## src/rtl/mmio_bridge.sv

```systemverilog
// mmio_bridge: decodes EX_DM accesses into internal DM, one of NUM_CH external channels, or unmapped space.
// Latency: DM and unmapped accesses are 0 cycles; external accesses stall 1 + n cycles (n = WAIT cycles up to ack).
// Backpressure: cpu_stall holds the pipeline while an external request is outstanding; ch_req waits for ch_ack.
// Ports: cpu_* = memory stage side, dm_* = internal data memory, ch_* = external channels,
//        err/err_addr/err_clr = sticky error reporting.
// Optional feature: define MMIO_TIMEOUT_EN to abandon a WAIT after TIMEOUT cycles with no ack.
module mmio_bridge #(
    parameter int DATA_W  = 16,
    parameter int ADDR_W  = 16,
    parameter int SEL_W   = 3,
    parameter int NUM_CH  = 4,
    parameter int TIMEOUT = 15
) (
    input  logic                     clk,
    input  logic                     rst,
    input  logic [ADDR_W-1:0]        cpu_addr,
    input  logic [DATA_W-1:0]        cpu_wdata,
    input  logic                     cpu_re,
    input  logic                     cpu_we,
    output logic [DATA_W-1:0]        cpu_rdata,
    output logic                     cpu_stall,
    output logic                     dm_re,
    output logic                     dm_we,
    input  logic [DATA_W-1:0]        dm_rdata,
    output logic [NUM_CH-1:0]        ch_req,
    output logic                     ch_we,
    output logic [ADDR_W-1:0]        ch_addr,
    output logic [DATA_W-1:0]        ch_wdata,
    input  logic [NUM_CH*DATA_W-1:0] ch_rdata,
    input  logic [NUM_CH-1:0]        ch_ack,
    input  logic                     err_clr,
    output logic                     err,
    output logic [ADDR_W-1:0]        err_addr
);

    localparam int CH_W = (NUM_CH > 1) ? $clog2(NUM_CH) : 1;

    typedef enum logic [1:0] {S_IDLE, S_WAIT, S_DONE} state_t;

    state_t              state_q, state_d;
    logic [CH_W-1:0]     sel_q, sel_d;
    logic [ADDR_W-1:0]   ch_addr_q, ch_addr_d;
    logic [DATA_W-1:0]   ch_wdata_q, ch_wdata_d;
    logic                ch_we_q, ch_we_d;
    logic [DATA_W-1:0]   rd_q, rd_d;
    logic                err_q, err_d;
    logic [ADDR_W-1:0]   err_addr_q, err_addr_d;

    logic [SEL_W-1:0]    region;
    logic                is_dm, is_ext, access;
    logic                ext_start, ack_hit, tmo_hit;
    logic                unmapped_hit, rw_conflict, err_set;
    logic [ADDR_W-1:0]   err_src_addr;

    assign region = cpu_addr[ADDR_W-1 -: SEL_W];
    assign is_dm  = (region == '0);
    assign is_ext = !is_dm && ({1'b0, region} <= (SEL_W+1)'(NUM_CH));
    assign access = cpu_re | cpu_we;

    assign ext_start = (state_q == S_IDLE) && is_ext && access;
    // Acks from other channels, or outside WAIT, never reach the FSM.
    assign ack_hit   = (state_q == S_WAIT) && ch_ack[sel_q];

`ifdef MMIO_TIMEOUT_EN
    localparam int CNT_W = $clog2(TIMEOUT + 1);
    logic [CNT_W-1:0] cnt_q, cnt_d;

    // Counts WAIT cycles; cnt_d equals the number of WAIT cycles so far including this one.
    always_comb begin
        cnt_d = '0;
        if (state_q == S_WAIT) begin
            cnt_d = cnt_q + 1'b1;
        end
    end

    assign tmo_hit = (state_q == S_WAIT) && !ack_hit && (cnt_d == CNT_W'(TIMEOUT));

    always_ff @(posedge clk) begin
        if (rst) begin
            cnt_q <= '0;
        end else begin
            cnt_q <= cnt_d;
        end
    end
`else
    logic unused_timeout;
    assign unused_timeout = (TIMEOUT != 0);
    assign tmo_hit        = 1'b0;
`endif

    // State register
    always_ff @(posedge clk) begin
        if (rst) begin
            state_q <= S_IDLE;
        end else begin
            state_q <= state_d;
        end
    end

    // Next-state logic
    always_comb begin
        state_d = state_q;
        case (state_q)
            S_IDLE:  if (ext_start) state_d = S_WAIT;
            S_WAIT:  if (ack_hit || tmo_hit) state_d = S_DONE;
            S_DONE:  state_d = S_IDLE;
            default: state_d = S_IDLE;
        endcase
    end

    // Output logic
    always_comb begin
        cpu_stall = (state_q == S_WAIT) || ext_start;
        ch_req    = (state_q == S_WAIT) ? (NUM_CH'(1) << sel_q) : '0;
        dm_re     = cpu_re & is_dm;
        // A simultaneous re & we to DM is a read.
        dm_we     = cpu_we & ~cpu_re & is_dm;
        if (state_q == S_DONE) begin
            cpu_rdata = rd_q;
        end else if (is_dm) begin
            cpu_rdata = dm_rdata;
        end else begin
            cpu_rdata = '0;
        end
    end

    // Request capture, read data and sticky error
    always_comb begin
        sel_d      = sel_q;
        ch_addr_d  = ch_addr_q;
        ch_wdata_d = ch_wdata_q;
        ch_we_d    = ch_we_q;
        rd_d       = rd_q;
        err_d      = err_q;
        err_addr_d = err_addr_q;

        if (ext_start) begin
            sel_d      = CH_W'(region - 1'b1);
            ch_addr_d  = cpu_addr;
            ch_wdata_d = cpu_wdata;
            // re & we to a channel is carried out as a write.
            ch_we_d    = cpu_we;
        end

        if (ack_hit) begin
            rd_d = ch_rdata[sel_q*DATA_W +: DATA_W];
        end else if (tmo_hit) begin
            rd_d = '1;
        end

        // A new error beats a same-cycle clear; err_addr keeps the first error only.
        if (err_set) begin
            err_d = 1'b1;
            if (!err_q) begin
                err_addr_d = err_src_addr;
            end
        end else if (err_clr) begin
            err_d = 1'b0;
        end
    end

    assign unmapped_hit = (state_q == S_IDLE) && access && !is_dm && !is_ext;
    assign rw_conflict  = ext_start && cpu_re && cpu_we;
    assign err_set      = unmapped_hit || rw_conflict || tmo_hit;
    assign err_src_addr = tmo_hit ? ch_addr_q : cpu_addr;

    always_ff @(posedge clk) begin
        if (rst) begin
            sel_q      <= '0;
            ch_addr_q  <= '0;
            ch_wdata_q <= '0;
            ch_we_q    <= 1'b0;
            rd_q       <= '0;
            err_q      <= 1'b0;
            err_addr_q <= '0;
        end else begin
            sel_q      <= sel_d;
            ch_addr_q  <= ch_addr_d;
            ch_wdata_q <= ch_wdata_d;
            ch_we_q    <= ch_we_d;
            rd_q       <= rd_d;
            err_q      <= err_d;
            err_addr_q <= err_addr_d;
        end
    end

    assign ch_addr  = ch_addr_q;
    assign ch_wdata = ch_wdata_q;
    assign ch_we    = ch_we_q;
    assign err      = err_q;
    assign err_addr = err_addr_q;

endmodule

```

## config.mk

```make
export PLATFORM = sky130hd
export DESIGN_NAME = mmio_bridge
export DESIGN_NICKNAME = d
export VERILOG_FILES = /design/src/rtl/mmio_bridge.sv
export SDC_FILE = /design/constraint.sdc
export NUM_CORES = 1
export LEC_CHECK = 0
export ABC_CLOCK_PERIOD_IN_PS = 2200
export CAP_MARGIN = 20
export CORE_MARGIN = 2
export CORE_UTILIZATION = 35
export CTS_CLUSTER_DIAMETER = 100
export CTS_CLUSTER_SIZE = 12
export DETAILED_ROUTE_END_ITERATION = 16
export GPL_ROUTABILITY_DRIVEN = 0
export PLACE_DENSITY = 0.85
export SLEW_MARGIN = 20
export SYNTH_ARGS = -nofsm -noshare
export SYNTH_HDL_FRONTEND = slang
export SYNTH_SLANG_ARGS = --single-unit
```

## constraint.sdc

```tcl
create_clock -name clk -period 2.2 [get_ports clk]
set_input_delay 0.44 -clock clk [delete_from_list [all_inputs] [get_ports clk]]
set_output_delay 0.44 -clock clk [all_outputs]
set_load 0.005 [all_outputs]
```

# Word level (Yosys, flattened, before mapping)
# Index checks and enable logic that the tools add are counted.
# totals
out_inout_bits	73
in_bits	121
regBits	70
word_cells	51
# classes
order_cmp	2
bitwise_logic	6
mux	10
addsub	1
reduce_logical	18
eq_ne	4
shift	2
# op_table
cell	n
$shiftx A64 B7 Y16	1
$mux W16	2
$logic_and A1 B1 Y1	9
$mux W2	2
$mux W4	1
$ne A2 B2 Y1 const B	2
$pmux W2 S2	1
$reduce_and A2 Y1	2
$shl A1 B2 Y4 const A	1
$and A1 B1 Y1	3
$le A3 B3 Y1 const B	1
$logic_not A3 Y1	1
$lt A2 B3 Y1 const B	1
$mux W1	3
$bmux W1 S2	1
$eq A2 B1 Y1 const B	1
$eq A2 B2 Y1 const B	1
$logic_not A1 Y1	2
$logic_not A2 Y1	1
$logic_or A1 B1 Y1	2
$not A1 Y1	2
$reduce_bool A2 Y1	1
$sub A2 B1 Y2 const B	1
$or A1 B1 Y1	1

# Logic depth before layout (Yosys ltp)
# depth
depth_word	9
mapped_depth	10
depth_no_buf	7

# Worst setup path before layout
# OpenSTA, ideal clock, no wires.
# synth_timing
path_type	in2reg
from	input port cpu_addr[13]
to	register err_q (netlist: err)
setup_time_ns	0.128
required_ns	2.072
path_slack_ns	0.149
n_path_buf	2
arrival_time_ns	1.924
stages	9
path_cell_list	inv_1 ha_1 ha_1 or2b_1 a32o_1 buf_2 buf_6 a21oi_1 nor2_1
# synth_between
elab_chain_cells	9
elab_cells_between_ends	14
# synth_lines
element	line	rtl
start: declaration	16	input logic [ADDR_W-1:0] cpu_addr,
branches (longest 7 deep; another with $le A3 B3 Y1)	n/a	
$logic_or A1 B1 Y1 *	164	assign err_set = unmapped_hit || rw_conflict || tmo_hit;
$mux W1 or $reduce_bool A2 Y1 (tied branches)	n/a	
end signal: assignment	182	err_q <= err_d;
end: declaration	46	logic err_q, err_d;
# Every way passes the cells marked *.
# A chain may end at the register's enable or synchronous reset.

# Worst setup path in the final report
# layout_timing
from	input port cpu_addr[13]
to	output port cpu_rdata[0]
# layout_between
elab_chain_cells	3
# layout_lines
element	line	rtl
$logic_not A3 Y1	56	assign is_dm = (region == '0);
$mux W16	120	end else if (is_dm) begin
$mux W16	118	if (state_q == S_DONE) begin
end: declaration	20	output logic [DATA_W-1:0] cpu_rdata,
# No other way between the ends.

==> results.md <==
* TritonCTS buffer count at 9
* Vias in the first global route at roughly 3700
* GR Overflow Total at 0
* Final setup fails at 0
* Critical Path Slowest Stage Cell: dlygate4sd2_1
* Die area at slightly above 10000 um2
* Clock latency on the worst-skew pair at between 0.3 and 0.4 ns
* Hold Worst Slack at ~0.46 ns
* Switch share at between 20% and 30%
* Setup TNS at 0 ns
* Seq/Total Area, Yosys at a little over two fifths
* Worst-path clk slew at roughly 0.080 ns
* WL/cell at approximately 17 um
* Leakage power at between 2 and 2.5 nW
* Die X-Extent at 101.3 um
* Slew margin rel. at ~56%
* Dpl hpwl at 8.573 mm
* Worst Clk Skew at between 0.01 and 0.015 ns
* Final Hold Vio Count at 0
* Area grow syn2layout at 73.82%
* Combinational share of power at between 20% and 30%
* PortBufs at between 150 and 200
* Antenna diode count at 0
* H-Tree Depth at 3
* CP startpoint kind: input port
* Residual DRC at 0
* I/O pins at slightly below 200
* Fmax at roughly 470 MHz
* Root Buffer: clkbuf_8
* Worst Tran Pin Value at roughly 0.66 ns
* Clock sink total at 70
* Tmin final at 2.142 ns
* Core footprint at around 9200 um2
* YS warnings at 0
* Fin util at a little over three fifths
* Power share of the clock group at a little under a third
* Initial Util at a little over a third
* Initial antenna violation count at 0
* Vias at 3654
* CP Class: input port to output port
* First-pass GRT wire length at ~18 mm
* Power Density at between 600 and 700 nW/um2
* Iter 0 DRT Violations at roughly 130
* Max rail drop VDD at roughly 0.43 mV
* Drt total wl at about 12 mm
* Max-Cap Viols at 0
* Via/cell ratio at 5.161
* Critical Path AT at approximately 1.7 ns
* Total Nets Final at about 720
* Layout cell share with drive strength beyond 1 at between 10 and 15%
* CTS tree: yes
* Period utilisation layout at 97.38%
* Hold crit path type: register to register
* Sequential share of power at between 40% and 50%
* Setup crit end kind: output port
* Flops & latches, synth at 70
* Syn Inst Count at 390
* Routed Antenna Nets at 0
* Chip Height at 101.3 um
* Psw at 1.018 mW
* Max FO, Critical Path at 10
* Mapped Avg Cell Area at roughly 8.5 um2
* Status: complete, no violations
* TritonRoute pass-1 iters at 4
* Syn nets at ~500
* Power Internal at roughly 2.5 mW
* Pins Over Slew Limit at 0
* Count of unique library cells instantiated by Yosys at 33
* Cts hold-fix bufs at 0
* Worst path max stage delay at around 0.27 ns
* Total track usage at a little over a fifth
* Longest Clk Path Bufs at 2
* CP Cell Sequence: clkdlybuf4s15_2 -> inv_1 -> ha_4 -> ha_4 -> buf_12 -> buf_16 -> nand3_1 -> nand2_1 -> dlygate4sd2_1
* Pin count of the biggest net entering global routing at 44
* Syn Std Cell Area at around 3300 um2
* CP dominant cell by count: ha_4
* CP Data Required Time at roughly 1.8 ns
* # rows at 35
[state kept, by name, indices dropped and copies added (netlist names)]
register / cells
err: 1
state_q: 2
ch_wdata: 16
ch_addr: 16
sel_q: 2
ch_we: 1
err_addr: 16
rd_q: 16
[area by class of cell]
type                    count  area (um2)
clock inverters             7       77.57
well taps                 111       138.9
flip-flops and latches     70        1405
clock buffers               9       123.9
multi-input cells         284        1775
inverters                   3       11.26
fillers                   810        3440
repair buffers            224        2225
[critical path, delay by kind of cell]
family / cells / cell delay [ns]
and+or+nand+nor: 2 / 0.15
adders and majority gates: 2 / 0.33
buffers and inverters: 5 / 0.78
[metal layers]
layer  part of all wire, %  vias to the layer above  routed length [um]  global-route usage [%]
li1                      -                     1743                   -                       -
met1                    37                     1722                4352                   23.55
met2                    51                      166                5936                   39.84
met3                   9.8                       23                1147                   6.970
met4                   2.2                        0                 252                   8.420
met5                     0                        -                   0                       0
[cells in the mapped netlist]
cell type | number | area share (%)
nor2_1 | 24 | 2.7
buf_8 | 1 | 0.45
nor2b_1 | 4 | 0.76
o211a_1 | 1 | 0.30
mux4_2 | 16 | 11
dfxtp_1 | 70 | 42
nand3b_1 | 1 | 0.23
or3_1 | 1 | 0.19
nor3_1 | 1 | 0.15
a211oi_1 | 1 | 0.23
o21ai_0 | 15 | 2.3
ha_1 | 2 | 0.76
buf_1 | 3 | 0.34
o21ai_1 | 2 | 0.30
mux2i_1 | 18 | 5.4
nand2b_1 | 3 | 0.57
nor3b_2 | 1 | 0.38
and2_1 | 3 | 0.57
nor3_2 | 1 | 0.30
clkbuf_1 | 18 | 2.0
o2bb2ai_4 | 1 | 0.83
a21oi_1 | 51 | 7.7
and3_1 | 1 | 0.19
a32oi_2 | 1 | 0.49
buf_6 | 1 | 0.34
mux2_2 | 1 | 0.34
a32o_1 | 1 | 0.30
buf_2 | 10 | 1.5
nand2_1 | 100 | 11
nand3_1 | 32 | 4.8
o211ai_2 | 1 | 0.38
inv_1 | 3 | 0.34
or2b_1 | 1 | 0.23
[cells in the final DEF (no fill, tap or decap), types with 15 or more instances in the layout]
master | Yosys | layout
a21oi_1 | 51 | 51
buf_4 | 0 | 24
clkdlybuf4s50_1 | 0 | 167
dfxtp_1 | 70 | 67
dlygate4sd2_1 | 0 | 17
mux2i_1 | 18 | 18
mux4_2 | 16 | 16
nand2_1 | 100 | 100
nand3_1 | 32 | 32
nor2_1 | 24 | 24
o21ai_0 | 15 | 15
[cells by family (layout without fill, tap and decap cells)]
group | after synthesis | count (layout) | synth area share [%]
buffers and inverters | 36 | 243 | 5.024
AND/OR/NAND/NOR | 173 | 173 | 22.44
adder cells (fa/ha/maj) | 2 | 2 | 0.7555
multiplexers | 35 | 35 | 16.66
flip-flops | 70 | 70 | 42.31
AO/OA/AOI/OAI | 74 | 74 | 12.81
[power groups by stage]
stage                     Clock [mW]  Combinational, mW  Sequential, mW
after floorplan                    0              0.431            1.46
after global placement             0              0.967            1.46
after detailed placement           0              0.993            1.47
after CTS                       1.09               1.01            1.44
after global routing            1.15               1.09            1.45
final                           1.07               1.01            1.44
[worst paths after layout]
check / from / end / slack [ns] / depth (start not counted)
hold / removal: ch_addr[10] / ch_addr[10] / 0.46 / 2
setup reg to reg: sel_q[0] / rd_q[15] / 0.33 / 5
setup / recovery: cpu_addr[13] / cpu_rdata[0] / 0.06 / 9
hold reg to reg: ch_addr[10] / ch_addr[10] / 0.46 / 2
[metrics by stage]
| stage | std cells | power, mW | setup WS [ns] | area (um2) |
|---|---|---|---|---|
| floorplan | 390 | 1.890 | 0.1488 | 3312 |
| global placement | 685 | 2.430 | -0.4490 | 5453 |
| detailed placement | 685 | 2.460 | -0.4447 | 5453 |
| CTS | 708 | 3.544 | 0.002942 | 5768 |
| global route | 708 | 3.691 | -0.004035 | 5757 |
| finish | 708 | 3.520 | 0.05775 | 5757 |
[timing repair]
| action | CTS | global route |
|---|---|---|
| pin swaps | 4 | 0 |
| cloned | 2 | 0 |
| gates resized for setup | 40 | 9 |
| buffers inserted | 5 | 0 |
| setup endpoints to repair | 40 | 9 |
No activity file was read; power rests on OpenSTA's default activity.
